$ cat config.mk
export PLATFORM = sky130hd
export DESIGN_NAME = remote_key_sequencer
export DESIGN_NICKNAME = d
export VERILOG_FILES = /design/src/rtl/remote_pkg.sv /design/src/rtl/key_fifo.sv /design/src/rtl/remote_key_sequencer.sv
export SDC_FILE = /design/constraint.sdc
export NUM_CORES = 1
export LEC_CHECK = 0
export ABC_AREA = 1
export CAP_MARGIN = 10
export CORE_ASPECT_RATIO = 1.25
export CORE_UTILIZATION = 48
export DETAILED_ROUTE_END_ITERATION = 7
export GPL_TIMING_DRIVEN = 0
export PLACE_DENSITY = 0.68
export REMOVE_ABC_BUFFERS = 1
export SYNTH_ARGS = -nofsm -noshare
export SYNTH_HDL_FRONTEND = slang
export SYNTH_SLANG_ARGS = --single-unit
export TNS_END_PERCENT = 10
$ cat constraint.sdc
create_clock -name clk -period 4 [get_ports clk]
set_input_delay 0.6 -clock clk [delete_from_list [all_inputs] [get_ports clk]]
set_output_delay 0.6 -clock clk [all_outputs]
set_load 0.02 [all_outputs]
$ cat src/rtl/remote_pkg.sv
// Shared definitions for the remote key sequencer: default key width, FSM states, idle key code.
package remote_pkg;

   localparam int         KEY_W    = 8;
   localparam logic [7:0] KEY_NONE = 8'h00;

   typedef enum logic [1:0] {
      IDLE    = 2'd0,
      PRESENT = 2'd1,
      GAP     = 2'd2
   } seq_state_e;

endpackage

$ cat src/rtl/key_fifo.sv
// Synchronous DEPTH x KEY_W FIFO; a push into a full FIFO is accepted when a pop happens in the same cycle.
module key_fifo #(
   parameter int KEY_W = remote_pkg::KEY_W,
   parameter int DEPTH = 4
) (
   input  logic                   clk,
   input  logic                   rst,
   input  logic                   push_i,
   input  logic                   pop_i,
   input  logic [KEY_W-1:0]       wdata_i,
   output logic [KEY_W-1:0]       rdata_o,
   output logic [$clog2(DEPTH):0] count_o,
   output logic                   full_o,
   output logic                   empty_o
);

   localparam int PTR_W = $clog2(DEPTH);
   localparam logic [PTR_W:0] FULL_CNT = (PTR_W+1)'(DEPTH);

   logic [KEY_W-1:0] mem_q [DEPTH];
   logic [PTR_W-1:0] wr_ptr_q, rd_ptr_q;
   logic [PTR_W:0]   count_q, count_d;
   logic             wr_en, rd_en;

   assign full_o  = (count_q == FULL_CNT);
   assign empty_o = (count_q == '0);
   assign wr_en   = push_i && (!full_o || pop_i);
   assign rd_en   = pop_i && !empty_o;
   assign rdata_o = mem_q[rd_ptr_q];
   assign count_o = count_q;

   always_comb begin
      count_d = count_q;
      case ({wr_en, rd_en})
         2'b10:   count_d = count_q + 1'b1;
         2'b01:   count_d = count_q - 1'b1;
         default: count_d = count_q;
      endcase
   end

   // Pointers are power-of-two wide, so the increment wraps modulo DEPTH by itself.
   always_ff @(posedge clk) begin
      if (rst) begin
         wr_ptr_q <= '0;
         rd_ptr_q <= '0;
         count_q  <= '0;
      end else begin
         if (wr_en) wr_ptr_q <= wr_ptr_q + 1'b1;
         if (rd_en) rd_ptr_q <= rd_ptr_q + 1'b1;
         count_q <= count_d;
      end
   end

   // NOTE: storage has no reset; an entry is only read after count shows it was written.
   always_ff @(posedge clk) begin
      if (wr_en) mem_q[wr_ptr_q] <= wdata_i;
   end

endmodule

$ cat src/rtl/remote_key_sequencer.sv
// Edge-detects NEC decodes, filters repeats inside a hold window, queues keys and hands them out over valid/ack.
// Optional drop counter output enabled by defining REMOTE_DROP_CNT_EN.
module remote_key_sequencer
   import remote_pkg::*;
#(
   parameter int KEY_W       = remote_pkg::KEY_W,
   parameter int DEPTH       = 4,
   parameter int HOLD_CYCLES = 1000,
   parameter int GAP_CYCLES  = 4
) (
   input  logic                   clk,
   input  logic                   rst,
   input  logic [KEY_W-1:0]       tecla,
   input  logic                   ready,
   output logic [KEY_W-1:0]       key_out,
   output logic                   key_valid,
   input  logic                   key_ack,
   output logic [$clog2(DEPTH):0] fifo_count,
   output logic                   overflow,
`ifdef REMOTE_DROP_CNT_EN
   output logic [7:0]             drop_cnt,
`endif
   input  logic                   clr_ovf
);

   localparam int HOLD_W = $clog2(HOLD_CYCLES + 1);
   localparam int GAP_W  = $clog2(GAP_CYCLES + 2);
   localparam logic [HOLD_W-1:0] HOLD_LOAD = HOLD_W'(HOLD_CYCLES);
   localparam logic [GAP_W-1:0]  GAP_LOAD  = GAP_W'(GAP_CYCLES);
   localparam logic [GAP_W-1:0]  GAP_LAST  = GAP_W'(1);

   logic              ready_q;
   logic [KEY_W-1:0]  last_key_q, last_key_d;
   logic [HOLD_W-1:0] hold_cnt_q, hold_cnt_d;
   seq_state_e        state_q, state_d;
   logic [KEY_W-1:0]  key_out_q, key_out_d;
   logic              key_valid_q, key_valid_d;
   logic [GAP_W-1:0]  gap_cnt_q, gap_cnt_d;
   logic              overflow_q;

   logic              capture, dup, push, pop, drop;
   logic [KEY_W-1:0]  head;
   logic              fifo_full, fifo_empty;

   assign capture = ready && !ready_q;
   assign dup     = capture && (tecla == last_key_q) && (hold_cnt_q != '0);
   assign push    = capture && !dup;
   assign pop     = (state_q == PRESENT) && key_ack;
   assign drop    = push && fifo_full && !pop;

   key_fifo #(
      .KEY_W (KEY_W),
      .DEPTH (DEPTH)
   ) u_fifo (
      .clk     (clk),
      .rst     (rst),
      .push_i  (push),
      .pop_i   (pop),
      .wdata_i (tecla),
      .rdata_o (head),
      .count_o (fifo_count),
      .full_o  (fifo_full),
      .empty_o (fifo_empty)
   );

   // NOTE: every always_comb output gets its default first, so no path can infer a latch.
   always_comb begin
      last_key_d = last_key_q;
      hold_cnt_d = hold_cnt_q;
      if (capture) begin
         hold_cnt_d = HOLD_LOAD;
         if (!dup) last_key_d = tecla;
      end else if (hold_cnt_q != '0) begin
         hold_cnt_d = hold_cnt_q - 1'b1;
      end
   end

   always_comb begin
      state_d     = state_q;
      key_out_d   = key_out_q;
      key_valid_d = key_valid_q;
      gap_cnt_d   = gap_cnt_q;
      unique case (state_q)
         IDLE: begin
            if (!fifo_empty) begin
               key_out_d   = head;
               key_valid_d = 1'b1;
               state_d     = PRESENT;
            end
         end
         PRESENT: begin
            if (key_ack) begin
               key_valid_d = 1'b0;
               gap_cnt_d   = GAP_LOAD;
               state_d     = (GAP_CYCLES == 0) ? IDLE : GAP;
            end
         end
         GAP: begin
            gap_cnt_d = gap_cnt_q - 1'b1;
            if (gap_cnt_q == GAP_LAST) state_d = IDLE;
         end
         default: state_d = IDLE;
      endcase
   end

   // NOTE: state registers use non-blocking assignments so every flop samples pre-edge values.
   always_ff @(posedge clk) begin
      if (rst) begin
         ready_q     <= 1'b0;
         last_key_q  <= KEY_W'(KEY_NONE);
         hold_cnt_q  <= '0;
         state_q     <= IDLE;
         key_out_q   <= '0;
         key_valid_q <= 1'b0;
         gap_cnt_q   <= '0;
         overflow_q  <= 1'b0;
      end else begin
         ready_q     <= ready;
         last_key_q  <= last_key_d;
         hold_cnt_q  <= hold_cnt_d;
         state_q     <= state_d;
         key_out_q   <= key_out_d;
         key_valid_q <= key_valid_d;
         gap_cnt_q   <= gap_cnt_d;
         // A drop in the same cycle as a clear keeps the flag set.
         if (drop)         overflow_q <= 1'b1;
         else if (clr_ovf) overflow_q <= 1'b0;
      end
   end

   assign key_out   = key_out_q;
   assign key_valid = key_valid_q;
   assign overflow  = overflow_q;

`ifdef REMOTE_DROP_CNT_EN
   logic [7:0] drop_cnt_q;
   logic       drop_any;

   assign drop_any = dup || drop;

   always_ff @(posedge clk) begin
      if (rst)                                   drop_cnt_q <= '0;
      else if (clr_ovf)                          drop_cnt_q <= {7'd0, drop_any};
      else if (drop_any && drop_cnt_q != 8'hFF)  drop_cnt_q <= drop_cnt_q + 8'd1;
   end

   assign drop_cnt = drop_cnt_q;
`endif

endmodule
---- Word-level counts from Yosys, hierarchy flattened ----
Memories as Yosys holds them, arrays and structs flattened. A register that Yosys moved wholly into a read port is not among the register bits.
Index checks and enable logic that the tools add are counted.
word-level totals
  register bits ........................... 33
  bits in latches ......................... 0
  memory bits (writable) .................. 32
  memory bits (read-only) ................. 0
  input port bits ......................... 13
  output and inout port bits .............. 13
  memories ................................ 1
memories
  memory        depth  width  rd ports  clocked after memory_dff  write ports  RTL line        text
  u_fifo.mem_q  4      8      1         1                         1            key_fifo.sv:20  logic [KEY_W-1:0] mem_q [DEPTH];
cells by class
  add/subtract/negate cells ............... 6
  $mul .................................... 0
  div/mod/pow operators ................... 0
  magnitude comparators ................... 0
  equality and inequality tests ........... 10
  shift operators ......................... 0
  mux-type cells .......................... 16
  bitwise logic cells ..................... 2
  reductions and logical operators ........ 29
operator list
  kind                                                                    count
  10-bit 2-to-1 mux                                                       2
  3-bit one-hot mux with 2 select lines                                   2
  10-bit nonzero test                                                     1
  2-bit nonzero test                                                      5
  10-bit by 1-bit subtractor with 10-bit output (second input constant)   1
  1-bit logical AND                                                       9
  8-bit equality test                                                     1
  1-bit 2-to-1 mux                                                        6
  2-bit 2-to-1 mux                                                        3
  2-bit inequality test (second input constant)                           3
  2-bit one-hot mux with 3 select lines                                   1
  2-bit AND reduction                                                     3
  3-bit AND reduction                                                     2
  3-bit by 1-bit subtractor with 3-bit output (second input constant)     2
  1-bit zero test                                                         5
  2-bit by 1-bit adder with 2-bit output (second input constant)          2
  2-bit by 1-bit equality test with 1-bit output (second input constant)  2
  2-bit equality test (second input constant)                             2
  3-bit by 1-bit adder with 3-bit output (second input constant)          1
  3-bit by 1-bit equality test with 1-bit output (second input constant)  1
  3-bit equality test (second input constant)                             1
  3-bit zero test                                                         1
  3-bit 2-to-1 mux                                                        1
  2-bit zero test                                                         1
  other kinds (4)                                                         5

---- Logic depth before layout (Yosys ltp) ----
Gate-level depths: netlist of the first run.
  depth in word-level cells ............... 9
  depth in mapped cells ................... 14

---- Hierarchy ----
From an unflattened synthesis of the first run, not the netlist that was laid out.
unflattened totals
  cell total of the unflattened synthesis .. 379
  area, all modules ....................... 3415.8 sq um
modules (own cells, without submodules)
  module                times used  cells each  area an instance (sq um)  sequential area each (sq um)
  remote_key_sequencer  1           229         1709.1                    680.7
  key_fifo              1           150         1706.6                    1141.1

---- Least setup slack after synthesis of the first run ----
OpenSTA, ideal clock, no wires.
  path type ............................... input to register
  start ................................... in tecla[7]
  end ..................................... reg u_fifo.count_q[2] (netlist: u_fifo.count_o[2])
  library setup time ...................... 122 ps
  arrival time ............................ 2152 ps
  data required time ...................... 3878 ps
  slack ................................... 1726 ps
  stages .................................. 12
  buffers on the path ..................... 0
  cells stage by stage .................... xnor2_1 -> nand2_1 -> nor2_1 -> nand3_4 -> nand3_4 -> ha_1 -> inv_1 -> fa_1 -> a21oi_1 -> o21ai_0 -> o21ai_0 -> a21oi_1
between the ends
  longest elaborated chain between the ends .. 8
  elaborated cells on any way between the ends .. 10
  those cells by class .................... eq/ne: 3; mux: 1; reduce/logical: 6
ends and longest elaborated chain
  element                                                                                RTL line                    text
  start: declaration                                                                     remote_key_sequencer.sv:13  input logic [KEY_W-1:0] tecla,
  8-bit equality test *                                                                  remote_key_sequencer.sv:46  assign dup = capture && (tecla == last_key_q) && (hold_cnt_q != '0);
  1-bit logical AND * (2 in series)                                                      remote_key_sequencer.sv:46
  1-bit zero test *                                                                      --
  1-bit logical AND *                                                                    remote_key_sequencer.sv:47  assign push = capture && !dup;
  1-bit logical AND *                                                                    key_fifo.sv:27              assign wr_en = push_i && (!full_o || pop_i);
  2-bit by 1-bit equality test with 1-bit output or 2-bit equality test (tied branches)  key_fifo.sv:34              case ({wr_en, rd_en})
  3-bit one-hot mux with 2 select lines or 2-bit nonzero test (tied branches)            --
  end signal: assignment                                                                 key_fifo.sv:50              count_q <= count_d;
  end: declaration                                                                       key_fifo.sv:22              logic [PTR_W:0] count_q, count_d;
Every way passes the cells marked *; elsewhere a longest branch is shown, timed or not.
A chain may end at the register's enable or synchronous reset.

---- Worst setup path in the final report of the first run ----
  start ................................... in tecla[2]
  end ..................................... reg u_fifo.count_q[2] (netlist: u_fifo.count_o[2])
Same word-level chain as after synthesis.

==> results_tabular.tex, run 1 <==
\begin{tabular}{lr}
\hline
Metric & Value \\
\hline
\multicolumn{2}{l}{\textbf{Yosys}} \\
Gate count of the mapped netlist & 358 \\
Mapped cell area & 0.00327 mm2 \\
Warnings, synthesis & 0 \\
Most common flop cell mapped by yosys & dfxtp\_1 \\
Synth Register Bits & 73 \\
Async SR Flop Fraction & 0 \\
Average cell area after synthesis & 9.12 um2 \\
Sequential element share of the synthesized area & 0.546 \\
Number of synthesized flops with an enable pin & 32 \\
Cell variety after synth & 36 \\
\multicolumn{2}{l}{\textbf{Floorplan}} \\
Chip width & 75.8 um \\
Site Rows & 33 \\
Effective utilization at floorplan & 0.497 \\
Core box area & 0.00657 mm2 \\
Io pins & 26 \\
Height of the die & 94.2 um \\
Area enclosed by the die boundary & 0.00714 mm2 \\
\multicolumn{2}{l}{\textbf{Drt}} \\
\# DRC & 0 \\
Detailed-routing iteration count for the pre-antenna-repair pass & 4 \\
Final wirelength & 5.71 mm \\
Antenna violation net count after detailed routing & 0 \\
Per-cell via count in the routed design & 4.95 \\
Count of vias placed by the detailed router & 2364 \\
Starting DRT DRC Count & 94 \\
Average wire per cell in the routed design & 11.9 um \\
\multicolumn{2}{l}{\textbf{STA}} \\
Slew Limit Fails & 0 \\
Highest clock frequency the design can meet & 0.367 GHz \\
Worst slew slack as a fraction of its limit & 0.483 \\
Number of endpoints with negative hold slack in the final report & 0 \\
Ratio of final minimum period to clock period & 0.681 \\
Min Tclk post-route & 2.72 ns \\
Largest clock skew in the final design & 0.0108 ns \\
Total negative slack for setup checks & 0 ns \\
Unrepaired setup endpoints after global routing & false \\
Slew @ Worst Pin & 0.773 ns \\
Final-report setup violation count & 0 \\
\multicolumn{2}{l}{\textbf{CTS}} \\
Post-cts sizing count & 0 \\
Clock root buffer & clkbuf\_8 \\
TritonCTS clock tree & done \\
Maximum level of the CTS H-tree & 3 \\
Clock latency at the later pin of the worst-skew pair & 0.35 ns \\
Clock sink count & 73 \\
Maximum clock insertion buffer count & 2 \\
Hold-fix buffers, CTS & 0 \\
Cts bufs inserted & 9 \\
Post-CTS Setup Inserts & 0 \\
Clock transition at the register clock pins on the worst setup and hold paths after CTS & 0.08 ns \\
\multicolumn{2}{l}{\textbf{Run}} \\
Total of max-cap violations & 0 \\
\multicolumn{2}{l}{\textbf{Global route}} \\
Remaining global-route overflow & 0 \\
Pin count of the biggest net entering global routing & 26 \\
Met3 layer usage reported by global route & 0.0504 \\
Number of antenna violations at the first check in global routing & 0 \\
Global routing usage on met1 & 0.209 \\
GR Util met2 & 0.317 \\
GR Util All Layers & 0.186 \\
Vias in the first global route & 2232 \\
Wire length of the first global-routing pass & 9.76 mm \\
Most congested layer reported by global routing & met2 \\
\multicolumn{2}{l}{\textbf{Pwr}} \\
IR Drop Worst-Case VDD & 240 uV \\
Sw Pwr & 0.527 mW \\
Switching portion of total power & 0.292 \\
Internal Pwr Total & 1.27 mW \\
Combinational cell fraction of total power & 0.190 \\
Portion of total power attributed to sequential cells & 0.494 \\
Static leakage power & 1.49 nW \\
Total power divided by cell area & 476 mW/mm2 \\
Clock group share of total power & 0.317 \\
\multicolumn{2}{l}{\textbf{Placed design}} \\
Placer Congestion & 0.830 \\
Placed wire-length estimate & 3.89 mm \\
Total placed cells including tap cells & 462 \\
Port Buffer Count & 25 \\
\multicolumn{2}{l}{\textbf{Setup path}} \\
Max Fanout on Critical Path & 7 \\
Crit path cell chain & clkdlybuf4s50\_1 -> xnor2\_1 -> nand2\_1 -> nor2\_1 -> nand3\_4 -> nand3\_4 -> ha\_1 -> inv\_1 -> fa\_1 -> a21oi\_1 -> o21ai\_0 -> o21ai\_0 -> a21oi\_1 \\
Worst path max stage delay & 0.61 ns \\
Crit path launch type & input port \\
Number of buffer and inverter instances along the worst setup path & 2 \\
Arrival @ worst endpoint & 2.96 ns \\
Critical path capture point type & flop \\
Critical Path RT & 4.24 ns \\
Setup Crit Path Kind & in2reg \\
Crit path max-delay cell type & clkdlybuf4s50\_1 \\
Dominant delay contributor by cell family on the critical path & buffers and inverters \\
\multicolumn{2}{l}{\textbf{Finish}} \\
Area growth, synth to finish & 15.9\% \\
Non-filler instance count after layout & 478 \\
Layout net count & 409 \\
\# diodes & 0 \\
Share of final-layout standard cells stronger than drive strength 1 & 0.0946 \\
\multicolumn{2}{l}{\textbf{Hold path}} \\
Hold Crit Class & reg2reg \\
\multicolumn{2}{l}{\textbf{Status}} \\
Outcome & complete, no violations \\
\hline
\end{tabular}
## final cells by class
class	instances	area (um2)
well taps	87	109
clock buffers	10	128
repair buffers	25	250
clock inverters	6	68.8
inverters	51	196
fillers	569	2780
multi-input cells	226	1250
flip-flops and latches	73	1780
## power groups by stage
stage               Sequential, mW  Clock (mW)  Combinational (mW)
floorplan                    0.928           0               0.207
global route                 0.898       0.604               0.396
global placement             0.904           0               0.337
detailed placement           0.906           0               0.345
CTS                          0.889       0.585               0.347
finish                       0.889       0.570               0.342
## cell families (layout without fill, tap and decap cells)
family          Yosys count  after routing  share of synthesized area
buf+inv                  59             92                     0.0716
simple gates            133            133                      0.203
flops                    73             73                      0.546
compound gates           78             78                      0.125
fa+ha+maj                10             10                     0.0406
xor+xnor                  5              5                     0.0134
## registers in the layout, summed over array words and instances, names as in the netlist
name,cells
last_key_q,8
ready_q,1
u_fifo.count_o,3
u_fifo.rd_ptr_q,2
key_out,8
overflow,1
u_fifo.mem_q,32
state_q,2
key_valid,1
hold_cnt_q,10
gap_cnt_q,3
u_fifo.wr_ptr_q,2
## metrics by stage
step	hold slack, ns	utilization	area (um2)	setup slack (ns)	power [mW]
after global placement	0.454	0.546	3590	0.956	1.24
after detailed placement	0.460	0.546	3590	0.901	1.25
after floorplan	0.456	-	3230	1.73	1.14
after CTS	0.473	0.576	3780	1.27	1.82
final	0.468	0.576	3780	1.28	1.80
after global routing	0.494	0.576	3780	1.12	1.90
## Yosys cell counts (all sizes together), types with 4 or more instances
| library cell | instances | area share |
|---|---|---|
| nand3 | 12 | 0.028 |
| inv | 49 | 0.056 |
| nand2 | 39 | 0.052 |
| ha | 9 | 0.034 |
| xnor2 | 5 | 0.013 |
| nand4 | 5 | 0.0096 |
| a21oi | 22 | 0.034 |
| a31oi | 8 | 0.015 |
| clkbuf | 4 | 0.0046 |
| o21ai | 44 | 0.067 |
| nor2 | 71 | 0.090 |
| edfxtp | 32 | 0.29 |
| buf | 4 | 0.0069 |
| dfxtp | 41 | 0.25 |
## routing by layer
| layer | share of wire | vias to the layer above |
|---|---|---|
| met3 | 0.030 | 9 |
| li1 | - | 1242 |
| met1 | 0.46 | 1078 |
| met2 | 0.49 | 35 |
| met4 | 0.023 | 0 |
| met5 | 0 | - |
## tightest hold or removal path: cells and delay by family, from the launching register on
kind             cells  cell delay (ns)
flip-flops           1             0.31
AO/OA/AOI/OAI        1             0.05
AND/OR/NAND/NOR      1             0.06
## path summary, 6_finish.rpt
| path | from | slack [ns] | to | cells past startpoint |
|---|---|---|---|---|
| max | tecla[2] | 1.28 | u_fifo.count_o[2] | 13 |
| min reg2reg | key_valid | 0.47 | key_valid | 2 |
| min | key_valid | 0.47 | key_valid | 2 |
| max reg2reg | hold_cnt_q[0] | 1.55 | u_fifo.count_o[2] | 13 |
## placed cells by master, fill, tap and decap left out
master,netlist,routed
or2_2,1,1
fa_1,1,1
inv_1,43,43
clkbuf_1,4,1
clkinv_2,0,1
nand3_2,1,1
clkinvlp_4,0,1
nor3_4,1,1
clkbuf_8,0,9
nor2_1,67,67
nand3b_1,1,1
dfxtp_1,41,41
nor4_4,1,1
clkinv_4,1,4
o22ai_1,1,1
nand2_4,3,3
o21ai_0,43,43
nor2_2,2,2
o31ai_1,2,2
nand2_2,1,1
inv_2,6,6
nand3_4,2,2
nand4_1,5,5
clkinv_1,1,1
bufinv_16,0,1
xnor2_1,5,5
nand3_1,9,9
edfxtp_1,32,32
ha_1,9,9
nor2_4,1,1
nor3_1,1,1
a31oi_1,8,8
nand3b_4,1,1
nand2_1,35,35
clkdlybuf4s50_1,0,25
nor2_8,1,1
a211oi_1,1,1
a21oi_1,22,22
o21ai_1,1,1
Note: power is estimated with default switching activity, not from simulation.
==> run 2, diff against run 1 <==
--- a/config.mk
+++ b/config.mk
@@ -11,7 +11,7 @@
 export CORE_UTILIZATION = 48
 export DETAILED_ROUTE_END_ITERATION = 7
 export GPL_TIMING_DRIVEN = 0
-export PLACE_DENSITY = 0.68
+export PLACE_DENSITY = 0.7
 export REMOVE_ABC_BUFFERS = 1
 export SYNTH_ARGS = -nofsm -noshare
 export SYNTH_HDL_FRONTEND = slang
==> constraint.sdc (replaced) <==
create_clock -name clk -period 2.3 [get_ports clk]
set_input_delay 0.345 -clock clk [delete_from_list [all_inputs] [get_ports clk]]
set_output_delay 0.345 -clock clk [all_outputs]
set_load 0.02 [all_outputs]
==> run 2 against run 1 <==
  * Combinational power grew 75%
  * Total power grew 73%
  * Final area grew 0.66%
  * Final cell count grew 0.42%
  * Utilization grew 0.38 points
  * Non-clock buffer count grew 2
  * Sequential power grew 74%
  * Sequential share of layout area shrank 0.18 points
  * Clock power grew 72%
  * Die area is the same
  * Critical path type is now reg2reg
  * Setup slack lost 1.2 ns
  * Clock skew grew 0.0017 ns
==> results_tabular.tex, run 2 (synthesis gave the netlist of run 1 again) <==
\begin{tabular}{lr}
\hline
Metric & Value \\
\hline
\multicolumn{2}{l}{\textbf{STA}} \\
Highest clock frequency the design can meet & 0.458 GHz \\
Number of endpoints with negative hold slack in the final report & 0 \\
Min Tclk post-route & 2.18 ns \\
Slew Limit Fails & 0 \\
Largest clock skew in the final design & 0.0125 ns \\
Slew @ Worst Pin & 0.770 ns \\
Unrepaired setup endpoints after global routing & true \\
Worst slew slack as a fraction of its limit & 0.486 \\
Total negative slack for setup checks & 0 ns \\
Ratio of final minimum period to clock period & 0.948 \\
Final-report setup violation count & 0 \\
Post-route worst setup slack & 0.119 ns \\
\multicolumn{2}{l}{\textbf{Setup path}} \\
CP Launch Point & hold\_cnt\_q[0] \\
Critical path capture point type & flop \\
Capture point of the critical path & u\_fifo.mem\_q[2][0] \\
Critical Path RT & 2.26 ns \\
Crit path launch type & flop \\
Max Fanout on Critical Path & 8 \\
Setup Crit Path Kind & reg2reg \\
Worst reg2reg endpoint & u\_fifo.mem\_q[2][0] \\
Reg2Reg Launch Point & hold\_cnt\_q[0] \\
Worst Reg2Reg Path Length in Cells & 8 \\
R2R setup slack & 0.12 ns \\
Arrival @ worst endpoint & 2.15 ns \\
\multicolumn{2}{l}{\textbf{Placed design}} \\
Total placed cells including tap cells & 462 \\
Port Buffer Count & 25 \\
Placed wire-length estimate & 3.98 mm \\
Pre-CTS WS & -0.513 ns \\
Placer Congestion & 0.796 \\
\multicolumn{2}{l}{\textbf{Floorplan}} \\
Site Rows & 33 \\
Chip width & 75.8 um \\
Core box area & 0.00657 mm2 \\
Io pins & 26 \\
Area enclosed by the die boundary & 0.00714 mm2 \\
Height of the die & 94.2 um \\
Effective utilization at floorplan & 0.497 \\
\multicolumn{2}{l}{\textbf{Finish}} \\
Area growth, synth to finish & 16.6\% \\
\# diodes & 0 \\
Most frequent cells in the layout & 63 x nor2\_1, 43 x inv\_1, 41 x o21ai\_0 \\
Biggest register & u\_fifo.mem\_q \\
Layout net count & 411 \\
Most frequent standard cell in the layout excluding fill and tap cells & nor2\_1 \\
Max FFs per register & 32 \\
Top Registers & u\_fifo.mem\_q (32), hold\_cnt\_q (10) \\
Share of final-layout standard cells stronger than drive strength 1 & 0.120 \\
Non-filler instance count after layout & 480 \\
\multicolumn{2}{l}{\textbf{Drt}} \\
Detailed-routing iteration count for the pre-antenna-repair pass & 4 \\
Starting DRT DRC Count & 101 \\
Average wire per cell in the routed design & 11.7 um \\
Per-cell via count in the routed design & 4.90 \\
Final wirelength & 5.61 mm \\
Antenna violation net count after detailed routing & 0 \\
\# DRC & 0 \\
Count of vias placed by the detailed router & 2351 \\
\multicolumn{2}{l}{\textbf{Global route}} \\
Pin count of the biggest net entering global routing & 26 \\
Vias in the first global route & 2208 \\
Wire length of the first global-routing pass & 9.58 mm \\
GR Util All Layers & 0.179 \\
Remaining global-route overflow & 0 \\
Number of antenna violations at the first check in global routing & 0 \\
\multicolumn{2}{l}{\textbf{Status}} \\
Outcome & complete, no violations \\
\multicolumn{2}{l}{\textbf{CTS}} \\
Maximum clock insertion buffer count & 2 \\
Clock latency at the later pin of the worst-skew pair & 0.33 ns \\
Maximum level of the CTS H-tree & 3 \\
Cts bufs inserted & 9 \\
TritonCTS clock tree & done \\
Clock sink count & 73 \\
Clock transition at the register clock pins on the worst setup and hold paths after CTS & 0.08 ns \\
Clock root buffer & clkbuf\_8 \\
\multicolumn{2}{l}{\textbf{Pwr}} \\
IR Drop Worst-Case VDD & 397 uV \\
Static leakage power & 1.50 nW \\
Total power divided by cell area & 820 mW/mm2 \\
\multicolumn{2}{l}{\textbf{Hold path}} \\
Hold Crit Class & reg2reg \\
Count of cells along the worst hold path & 2 \\
\multicolumn{2}{l}{\textbf{Run}} \\
Total of max-cap violations & 0 \\
\hline
\end{tabular}
-- run 2: cell count changes in the layout (fill, tap and decap cells not counted), sizes merged --
cell,change
clkinvlp,+1
buf,+2
clkinv,-2
inv,+1
dlygate4sd2,+8
clkdlybuf4s50,-8
-- run 2: routing by layer --
metal,GRT usage,share of wire
met5,0,0
met4,0.0864,0.014
met3,0.0461,0.019
met2,0.302,0.52
met1,0.206,0.45
-- run 2: how the worst min path moves through the flow --
stage          startpoint            endpoint  slack (ns)
2_1_floorplan         rst       hold_cnt_q[3]        0.41
3_3_place_gp    key_valid           key_valid        0.46
3_5_place_dp    key_valid           key_valid        0.47
4_1_cts          tecla[5]  u_fifo.mem_q[3][5]        0.46
5_1_grt          tecla[5]  u_fifo.mem_q[3][5]        0.48
6_report        key_valid           key_valid        0.47
-- run 2: critical path, cell delays in order, from the launching register on --
cell and delay, ns:
dfxtp_4 0.36, inv_1 0.12, ha_1 0.20, nand2_1 0.07
nand3b_4 0.17, nand3_4 0.13, nand3_4 0.08, buf_4 0.16
nor2_1 0.52
-- run 2: cell type report --
class                   instances  area [um2]
fillers                       563        2760
flip-flops and latches         73        1790
multi-input cells             226        1270
repair buffers                 27         255
inverters                      51         196
clock buffers                  10         128
well taps                      87         109
clock inverters                 6        67.6
-- run 2: stage by stage --
stage / util / instance area [um2] / hold WS, ns / total power [mW]
4_1_cts: 0.578 / 3790 / 0.457 / 3.15
3_3_place_gp: 0.546 / 3590 / 0.459 / 2.15
3_5_place_dp: 0.546 / 3590 / 0.466 / 2.17
6_report: 0.580 / 3810 / 0.474 / 3.12
2_1_floorplan: - / 3230 / 0.414 / 1.97
5_1_grt: 0.580 / 3810 / 0.479 / 3.30
-- run 2: power by group --
| part | leakage (nW) | total [mW] | internal (mW) | switching, mW |
|---|---|---|---|---|
| registers | 0.632 | 1.55 | 1.47 | 0.0775 |
| logic | 0.780 | 0.598 | 0.244 | 0.354 |
| clock network | 0.0929 | 0.978 | 0.505 | 0.473 |
| total | 1.50 | 3.12 | 2.22 | 0.904 |
-- run 2: repair_timing --
action                                 4_1_cts  5_1_grt
resized for setup                           11        8
setup buffers                                2        0
setup endpoints to repair                    1       25
endpoints found under the hold margin        0        0
pin swaps                                    0        1
hold buffers                                 0        0
